**config.mk**
```make
export PLATFORM = sky130hd
export DESIGN_NAME = mm_compute_ctrl
export DESIGN_NICKNAME = d
export VERILOG_FILES = /design/src/rtl/mm_pkg.sv /design/src/rtl/mm_delay_line.sv /design/src/rtl/mm_compute_ctrl.sv
export SDC_FILE = /design/constraint.sdc
export NUM_CORES = 1
export LEC_CHECK = 0
export ABC_CLOCK_PERIOD_IN_PS = 2200
export BUFFER_PORTS_ARGS = -buffer_cell sky130_fd_sc_hd__buf_2
export CORE_MARGIN = 2
export CORE_UTILIZATION = 45
export CTS_CLUSTER_DIAMETER = 100
export DETAILED_ROUTE_END_ITERATION = 10
export PLACE_DENSITY = 0.85
export SLEW_MARGIN = 20
export SYNTH_ARGS = -nofsm -noshare
export SYNTH_HDL_FRONTEND = slang
export SYNTH_SLANG_ARGS = --single-unit
export TNS_END_PERCENT = 5
```
**constraint.sdc**
```tcl
create_clock -name s00_axi_aclk -period 2.2 [get_ports s00_axi_aclk]
set_input_delay 0.11 -clock s00_axi_aclk [delete_from_list [all_inputs] [get_ports s00_axi_aclk]]
set_output_delay 0.11 -clock s00_axi_aclk [all_outputs]
set_load 0.01 [all_outputs]
```
**src/rtl/mm_pkg.sv**
```systemverilog
// Shared types for the matrix-multiply compute sequencer: FSM states,
// MAC strobe encoding and the BRAM address-width derivation.
package mm_pkg;

    typedef enum logic [1:0] {
        ST_IDLE  = 2'd0,
        ST_RUN   = 2'd1,
        ST_DRAIN = 2'd2,
        ST_DONE  = 2'd3
    } state_e;

    // bit0 = accumulate, bit1 = clear (load product instead of adding)
    typedef enum logic [1:0] {
        MAC_NOP  = 2'b00,
        MAC_ACC  = 2'b01,
        MAC_LOAD = 2'b11
    } mac_op_e;

    function automatic int mm_size_log(input int dim_log);
        return 2 * dim_log;
    endfunction

endpackage

```
**src/rtl/mm_delay_line.sv**
```systemverilog
// Shift register of DEPTH stages, W bits wide, advanced only when i_en is high.
// Latency DEPTH enabled cycles; a low i_en freezes every stage in place.
module mm_delay_line #(
    parameter int W     = 8,
    parameter int DEPTH = 1
) (
    input  logic         i_clk,
    input  logic         i_rst_n,
    input  logic         i_en,
    input  logic [W-1:0] i_dat,
    output logic [W-1:0] o_dat
);

    logic [W-1:0] r_sr [DEPTH];

    always_ff @(posedge i_clk or negedge i_rst_n) begin
        if (!i_rst_n) begin
            for (int d = 0; d < DEPTH; d++) r_sr[d] <= '0;
        end else if (i_en) begin
            r_sr[0] <= i_dat;
            for (int d = 1; d < DEPTH; d++) r_sr[d] <= r_sr[d-1];
        end
    end

    assign o_dat = r_sr[DEPTH-1];

endmodule

```
**src/rtl/mm_compute_ctrl.sv**
```systemverilog
// Compute-phase sequencer: walks i/j/k over A and B, strobes the MAC and writes R.
// Optional busy-cycle counter enabled by defining MM_CTRL_CYCLE_CNT_EN.
module mm_compute_ctrl
    import mm_pkg::*;
#(
    parameter  int DIM_LOG  = 1,
    parameter  int RD_LAT   = 1,
    localparam int SIZE_LOG = mm_size_log(DIM_LOG)
) (
    input  logic                s00_axi_aclk,
    input  logic                s00_axi_aresetn,
    input  logic                start,
    input  logic                hold,
    output logic                busy,
    output logic                done,
    output logic                en_A,
    output logic                en_B,
    output logic [SIZE_LOG-1:0] addr_A,
    output logic [SIZE_LOG-1:0] addr_B,
    output logic                mac_acc,
    output logic                mac_clear,
    output logic                en_R,
    output logic                rw_R,
    output logic [SIZE_LOG-1:0] addr_R,
    output logic [31:0]         cycle_cnt
);

    localparam logic [DIM_LOG-1:0] IDX_MAX    = '1;
    localparam int                 DRW        = $clog2(RD_LAT + 1);
    localparam logic [DRW-1:0]     DRAIN_LAST = DRW'(RD_LAT);
    localparam int                 PW         = 3 + SIZE_LOG;

    state_e             r_state;
    logic               r_start_d;
    logic [DIM_LOG-1:0] r_i, r_j, r_k;
    logic [DRW-1:0]     r_drain_cnt;

    logic               w_start_edge;
    logic               w_issue;
    logic               w_busy;
    logic [PW-1:0]      w_p0_in, w_p0_out;
    logic [SIZE_LOG:0]  w_p1_in, w_p1_out;
    logic               w_mac_vld, w_mac_first, w_mac_last;
    mac_op_e            w_mac_op;
    logic               w_wr;

    assign w_start_edge = start & ~r_start_d;
    assign w_busy       = (r_state == ST_RUN) || (r_state == ST_DRAIN);
    assign w_issue      = (r_state == ST_RUN) && !hold;

    // DRAIN lasts exactly RD_LAT+1 unheld cycles: that is when the final R write leaves the pipe
    always_ff @(posedge s00_axi_aclk or negedge s00_axi_aresetn) begin
        if (!s00_axi_aresetn) begin
            r_state     <= ST_IDLE;
            r_start_d   <= 1'b0;
            r_i         <= '0;
            r_j         <= '0;
            r_k         <= '0;
            r_drain_cnt <= '0;
        end else begin
            r_start_d <= start;
            case (r_state)
                ST_IDLE: begin
                    if (w_start_edge) r_state <= ST_RUN;
                end
                ST_RUN: begin
                    if (!hold) begin
                        r_k <= r_k + 1'b1;
                        if (r_k == IDX_MAX) begin
                            r_j <= r_j + 1'b1;
                            if (r_j == IDX_MAX) begin
                                r_i <= r_i + 1'b1;
                                if (r_i == IDX_MAX) r_state <= ST_DRAIN;
                            end
                        end
                    end
                end
                ST_DRAIN: begin
                    if (!hold) begin
                        if (r_drain_cnt == DRAIN_LAST) begin
                            r_drain_cnt <= '0;
                            r_state     <= ST_DONE;
                        end else begin
                            r_drain_cnt <= r_drain_cnt + 1'b1;
                        end
                    end
                end
                default: r_state <= ST_IDLE;
            endcase
        end
    end

    assign w_p0_in = {w_issue, (r_k == '0), (r_k == IDX_MAX), r_i, r_j};

    mm_delay_line #(.W(PW), .DEPTH(RD_LAT)) u_rd_pipe (
        .i_clk   (s00_axi_aclk),
        .i_rst_n (s00_axi_aresetn),
        .i_en    (!hold),
        .i_dat   (w_p0_in),
        .o_dat   (w_p0_out)
    );

    assign w_mac_vld   = w_p0_out[PW-1];
    assign w_mac_first = w_p0_out[PW-2];
    assign w_mac_last  = w_p0_out[PW-3];
    assign w_mac_op    = (hold || !w_mac_vld) ? MAC_NOP :
                         (w_mac_first ? MAC_LOAD : MAC_ACC);

    // One extra stage so R is written after the MAC result register has settled
    assign w_p1_in = {w_mac_vld & w_mac_last, w_p0_out[SIZE_LOG-1:0]};

    mm_delay_line #(.W(SIZE_LOG + 1), .DEPTH(1)) u_wr_pipe (
        .i_clk   (s00_axi_aclk),
        .i_rst_n (s00_axi_aresetn),
        .i_en    (!hold),
        .i_dat   (w_p1_in),
        .o_dat   (w_p1_out)
    );

    assign w_wr = w_p1_out[SIZE_LOG] && !hold;

    assign busy      = w_busy;
    assign done      = (r_state == ST_DONE);
    assign en_A      = w_issue;
    assign en_B      = w_issue;
    assign addr_A    = {r_i, r_k};
    assign addr_B    = {r_k, r_j};
    assign mac_acc   = w_mac_op[0];
    assign mac_clear = w_mac_op[1];
    assign en_R      = w_wr;
    assign rw_R      = w_wr;
    assign addr_R    = w_wr ? w_p1_out[SIZE_LOG-1:0] : '0;

`ifdef MM_CTRL_CYCLE_CNT_EN
    logic [31:0] r_cycle_cnt;

    always_ff @(posedge s00_axi_aclk or negedge s00_axi_aresetn) begin
        if (!s00_axi_aresetn) begin
            r_cycle_cnt <= '0;
        end else if ((r_state == ST_IDLE) && w_start_edge) begin
            r_cycle_cnt <= '0;
        end else if (w_busy && (r_cycle_cnt != '1)) begin
            r_cycle_cnt <= r_cycle_cnt + 32'd1;
        end
    end

    assign cycle_cnt = r_cycle_cnt;
`else
    assign cycle_cnt = '0;
`endif

endmodule

```
==> results of run 1 <==
[timing repair]
| action | CTS | global route |
|---|---|---|
| setup endpoints to repair | 0 | 0 |
| hold endpoints to repair | 16 | 0 |
| hold buffers | 2 | 0 |
[flip-flops by register name (all words and copies together) (netlist names)]
signal           flops
u_rd_pipe.o_dat      5
u_wr_pipe.o_dat      3
r_state              2
r_drain_cnt          1
r_i                  1
r_j                  1
r_k                  1
r_start_d            1
[worst max-delay path: cells and delay by family, from the launching register on]
kind / cells / cell delay (ns)
adder cells (fa/ha/maj): 1 / 0.17
flip-flops: 1 / 0.42
AND/OR/NAND/NOR: 1 / 0.39
buffers and inverters: 2 / 0.32
[cell usage after synthesis (all sizes together)]
cell,instances
buf,38
dfrtp,15
mux2,6
ha,4
and2,3
nand2b,3
nor2b,3
xnor2,3
clkbuf,2
inv,2
nand2,2
a21o,1
a222oi,1
a22o,1
conb,1
mux2i,1
nand3,1
nand4b,1
nor2,1
o21ai,1
xor2,1
[cells by family after synthesis]
kind of cell	count (synthesis)	synth area share
AO/OA/AOI/OAI	4	0.0328
XOR/XNOR	4	0.0367
adder cells (fa/ha/maj)	4	0.0524
AND/OR/NAND/NOR	14	0.0852
buffers and inverters	42	0.315
flip-flops	15	0.393
other	1	0.00393
multiplexers	7	0.0813
[cell type report]
class / instances / area (um2)
well taps: 27 / 33.8
fillers: 185 / 1040
repair buffers: 19 / 105
clock buffers: 4 / 26.3
multi-input cells: 65 / 395
flip-flops and latches: 15 / 375
inverters: 2 / 7.51
[worst max-delay path by stage]
stage,slack [ns],depth (start not counted),startpoint,endpoint
floorplan,0.68,4,r_state[0],r_state[1]
global placement,0.66,4,r_state[0],r_state[1]
detailed placement,0.54,4,r_state[0],r_state[1]
CTS,0.52,4,r_state[1],en_B
global route,0.41,4,r_state[0],r_state[1]
finish,0.52,4,r_state[1],en_B
[per-stage QoR]
stage          power, mW  utilization  cell area [um2]
2_1_floorplan      0.919            -             1070
3_3_place_gp       0.932        0.453              897
3_5_place_dp       0.976        0.453              897
4_1_cts             1.13        0.476              943
5_1_grt             1.21        0.476              943
6_report            1.11        0.476              943
[routing by layer]
layer  track usage  vias up  share of wire
li1              -      246              -
met1         0.141      249           0.41
met2         0.175       37           0.47
met3        0.0182        6          0.088
met4        0.0556        0          0.024
met5             0        -              0
[power groups by stage]
stage	clock, mW	sequential (mW)	combinational, mW
after floorplan	0	0.483	0.436
after global placement	0	0.501	0.431
after detailed placement	0	0.514	0.462
after CTS	0.155	0.510	0.465
after global routing	0.171	0.525	0.514
final	0.153	0.507	0.455
==> flow_metrics.env, run 1 <==
export IMPL_netlist_top_cells_area="dfrtp_1 (39%), buf_4 (30%), mux2_2 (5.9%)"
export IMPL_slowest_delay_ns=0.42
export IMPL_areaGrowthSynthToFinish_pct=-1.18
export IMPL_worstSkewPairLatency_ns=0.28
export IMPL_wl_per_cell_um=9.77
export IMPL_pwr_share_clk=0.137
export IMPL_grt_total_usage=0.109
export IMPL_syn_cell_area_um2=955
export IMPL_synth_top_area_share=0.393
export IMPL_grt_pass1_wl_um=2080
export IMPL_antenna_cells=0
export IMPL_peakVddDrop_uv=831
export IMPL_path_class="reg2out"
export IMPL_path_cells="inv_1 -> ha_1 -> nor2b_1 -> buf_2"
export IMPL_ys_warn_count=0
export IMPL_timing_fmax_ghz=0.596
export IMPL_rr_endpoint="r_state[1]"
export IMPL_reg2reg_depth=4
export IMPL_cts_setup_buffers=0
export IMPL_fin_crit_ns=1.68
export IMPL_worst_ep_arrival_time_ns=1.57
export IMPL_place_inst=126
export IMPL_reg2reg_from="r_state[0]"
export IMPL_hold_path_startpoint="hold"
export IMPL_die_area_um2=2510
export IMPL_drc=0
export IMPL_netlist_instances=91
export IMPL_cts_buffer_depth=2
export IMPL_portBuffers=17
export IMPL_clk_pin_slew_worst_paths_ns=0.08
export IMPL_h_tree_depth=1
export IMPL_syn_area_per_cell_um2=10.5
export IMPL_antenna_left=0
export IMPL_worst_ep_required_time_ns=2.09
export IMPL_cts_sinks=15
export IMPL_drive_above_1_share=0.238
export IMPL_p_leak_nw=0.516
export IMPL_p_comb_frac=0.408
export IMPL_final_hold_viol_count=0
export IMPL_synth_seq_area_share=0.393
export IMPL_switchingPower_mw=0.416
export IMPL_ys_ff_latch=15
export IMPL_start_util=0.482
export IMPL_drtIter0Drc=9
export IMPL_power_density_nw_per_um2=1180
export IMPL_post_dp_hpwl_um=1020
export IMPL_yosysUniqueCellTypes=22
export IMPL_synth_top_cell_by_area="dfrtp_1"
export IMPL_die_y_um=50.1
export IMPL_core_um2=1980
export IMPL_crit_slowest_cell="dfrtp_1"
export IMPL_p_sw_frac=0.374
export IMPL_rsz0062_at_grt="no"
export IMPL_cts_buffers=3
export IMPL_layout_common_cells="conb_1 (32), buf_2 (17), dfrtp_1 (15)"
export IMPL_intPower_mw=0.698
export IMPL_grt_ovfl_total=0
export IMPL_fin_crit_sh=0.763
export IMPL_maxCapViolations=0
export IMPL_rows=16
export IMPL_fin_ws_ns=0.522
export IMPL_finClkSkew_ns=0.00238
export IMPL_rrSetupSlack_ns=0.54
export IMPL_die_w_um=50.1
export IMPL_stdcell_count=132
export IMPL_routed_via_density=4.08
export IMPL_hold_path_depth=3
export IMPL_cts_resized=0
export IMPL_grt_start_max_net_pins=16
export IMPL_start_kind="flop"
export IMPL_setup_viol=0
export IMPL_num_vias=538
export IMPL_cts_root_buf="clkbuf_4"
export IMPL_firstDrtPassIters=4
export IMPL_grt_pass1_vias=462
export IMPL_status="completed"
export IMPL_drv_slew=0
export IMPL_end_kind="output pin"
export IMPL_cts_tree="built"
export IMPL_worstPathMaxFanout=6
export IMPL_io_pins=50
export IMPL_min_path_type="in2reg"
export IMPL_drt_total_wl_um=1290
export IMPL_tns_ns=0
export IMPL_whs_endpoint="u_rd_pipe.o_dat[3]"
export IMPL_final_common_cell="conb_1"
export IMPL_gp_congestion=0.769
export IMPL_nets=114
export IMPL_whs_ns=0.213
export IMPL_pwr_share_seq=0.455
export IMPL_antenna_found_initial=0
export IMPL_pre_cts_slack_ns=0.541
Power figures use the tool's default switching activity.
==> inputs of run 2 (changes only) <==
--- a/config.mk
+++ b/config.mk
@@ -5,13 +5,13 @@
 export SDC_FILE = /design/constraint.sdc
 export NUM_CORES = 1
 export LEC_CHECK = 0
-export ABC_CLOCK_PERIOD_IN_PS = 2200
+export ABC_CLOCK_PERIOD_IN_PS = 1600
 export BUFFER_PORTS_ARGS = -buffer_cell sky130_fd_sc_hd__buf_2
 export CORE_MARGIN = 2
-export CORE_UTILIZATION = 45
+export CORE_UTILIZATION = 44
 export CTS_CLUSTER_DIAMETER = 100
 export DETAILED_ROUTE_END_ITERATION = 10
-export PLACE_DENSITY = 0.85
+export PLACE_DENSITY = 0.83
 export SLEW_MARGIN = 20
 export SYNTH_ARGS = -nofsm -noshare
 export SYNTH_HDL_FRONTEND = slang
==> constraint.sdc (replaced) <==
create_clock -name s00_axi_aclk -period 1.6 [get_ports s00_axi_aclk]
set_input_delay 0.08 -clock s00_axi_aclk [delete_from_list [all_inputs] [get_ports s00_axi_aclk]]
set_output_delay 0.08 -clock s00_axi_aclk [all_outputs]
set_load 0.01 [all_outputs]
==> flow_metrics.env, run 2 (synthesis results as in run 1) <==
export IMPL_status="completed"
export IMPL_seq_area_um2=375
export IMPL_antenna_left=0
export IMPL_drtIter0Drc=1
export IMPL_grt_total_usage=0.107
export IMPL_start_util=0.477
export IMPL_worstPathMaxFanout=4
export IMPL_drt_total_wl_um=1260
export IMPL_met3_usage=0.0268
export IMPL_power_density_nw_per_um2=1670
export IMPL_firstDrtPassIters=4
export IMPL_layout_common_cells="conb_1 (32), buf_2 (17), dfrtp_1 (15)"
export IMPL_peakVddDrop_uv=1110
export IMPL_nets=116
export IMPL_wl_per_cell_um=9.40
export IMPL_min_path_type="in2reg"
export IMPL_p_leak_nw=0.524
export IMPL_grt_pass1_vias=457
export IMPL_cts_buffers=3
export IMPL_cts_root_buf="clkbuf_4"
export IMPL_portBuffers=17
export IMPL_place_inst=128
export IMPL_final_common_cell="conb_1"
export IMPL_final_hold_viol_count=0
export IMPL_fin_crit_ns=1.56
export IMPL_post_dp_hpwl_um=954
export IMPL_fillers=185
export IMPL_die_y_um=50.6
export IMPL_gp_congestion=0.783
export IMPL_pre_cts_slack_ns=0.0274
export IMPL_fin_ws_ns=0.0353
export IMPL_die_area_um2=2560
export IMPL_end_kind="flop"
export IMPL_drv_slew=0
export IMPL_finClkSkew_ns=0.00345
export IMPL_multi_input_area_um2=418
export IMPL_use_met1=0.132
export IMPL_start_kind="flop"
export IMPL_drc=0
export IMPL_place_area_um2=912
export IMPL_routed_via_density=4.01
export IMPL_antenna_found_initial=0
export IMPL_core_um2=2000
export IMPL_die_w_um=50.6
export IMPL_cts_sinks=15
export IMPL_rsz0062_at_grt="yes"
export IMPL_io_pins=50
export IMPL_worst_ep_required_time_ns=1.77
export IMPL_largest_register_ffs=5
export IMPL_clk_pin_slew_worst_paths_ns=0.08
export IMPL_fin_crit_sh=0.978
export IMPL_drive_above_1_share=0.299
export IMPL_path_class="reg2reg"
export IMPL_grt_busiest_layer="met2"
export IMPL_tns_ns=0
export IMPL_grt_pass1_wl_um=2000
export IMPL_worst_ep_arrival_time_ns=1.73
export IMPL_cts_buffer_depth=2
export IMPL_num_vias=537
export IMPL_cts_tree="built"
export IMPL_timing_fmax_ghz=0.639
export IMPL_antenna_cells=0
export IMPL_use_met2=0.162
export IMPL_final_util=0.490
export IMPL_grt_start_max_net_pins=16
export IMPL_total_power_mw=1.64
export IMPL_areaGrowthSynthToFinish_pct=2.75
export IMPL_maxCapViolations=0
export IMPL_worstSkewPairLatency_ns=0.28
export IMPL_whs_ns=0.182
export IMPL_stdcell_count=134
export IMPL_setup_viol=0
export IMPL_rows=16
export IMPL_grt_ovfl_total=0
export IMPL_finish_instance_area_um2=981
export IMPL_h_tree_depth=1
## run 2: cell count changes in the layout (fill, tap and decap cells not counted), sizes merged
cell / before / now
buf: 17 / 19
## run 2: layout make-up
type / instances / share of cell area
Tap cell: 27 / 0.0344
Multi-Input combinational cell: 65 / 0.426
Inverter: 2 / 0.00765
Sequential cell: 15 / 0.383
Timing Repair Buffer: 21 / 0.122
Clock buffer: 4 / 0.0268
## run 2: power breakdown
part | internal (mW) | total [mW] | switching (mW)
logic | 0.386 | 0.752 | 0.366
clock network | 0.0968 | 0.211 | 0.114
registers | 0.556 | 0.675 | 0.120
total | 1.04 | 1.64 | 0.599
## run 2: worst max-delay path, cell delays in order, from the launching register on
cell	delay, ns
dfrtp_1	0.42
inv_2	0.07
ha_4	0.16
a222oi_1	0.44
mux2_1	0.37
## run 2: final timing paths
| check | start | to | slack [ns] | depth (start not counted) |
|---|---|---|---|---|
| max in group asynchronous | s00_axi_aresetn | u_rd_pipe.o_dat[1] | 1.14 | 2 |
| worst min-delay path | hold | u_rd_pipe.o_dat[3] | 0.18 | 3 |
| min in group asynchronous | s00_axi_aresetn | r_start_d | 0.21 | 2 |
| worst max-delay path | r_state[1] | r_state[1] | 0.04 | 4 |
| worst max register to register | r_state[1] | r_state[1] | 0.04 | 4 |
| worst min register to register | r_drain_cnt | r_drain_cnt | 0.48 | 1 |
## run 2: repair_timing
| action | 4_1_cts | 5_1_grt |
|---|---|---|
| resized for setup | 1 | 6 |
| setup endpoints to repair | 2 | 4 |
| hold buffers | 2 | 0 |
| setup buffers | 0 | 0 |
| pin swaps | 0 | 1 |
| hold endpoints to repair | 16 | 0 |
## run 2: metal layers
metal  vias up  part of all wire
met5         -                 0
met4         0             0.035
met3         7              0.10
met2        42              0.44
met1       237              0.42
li1        251                 -
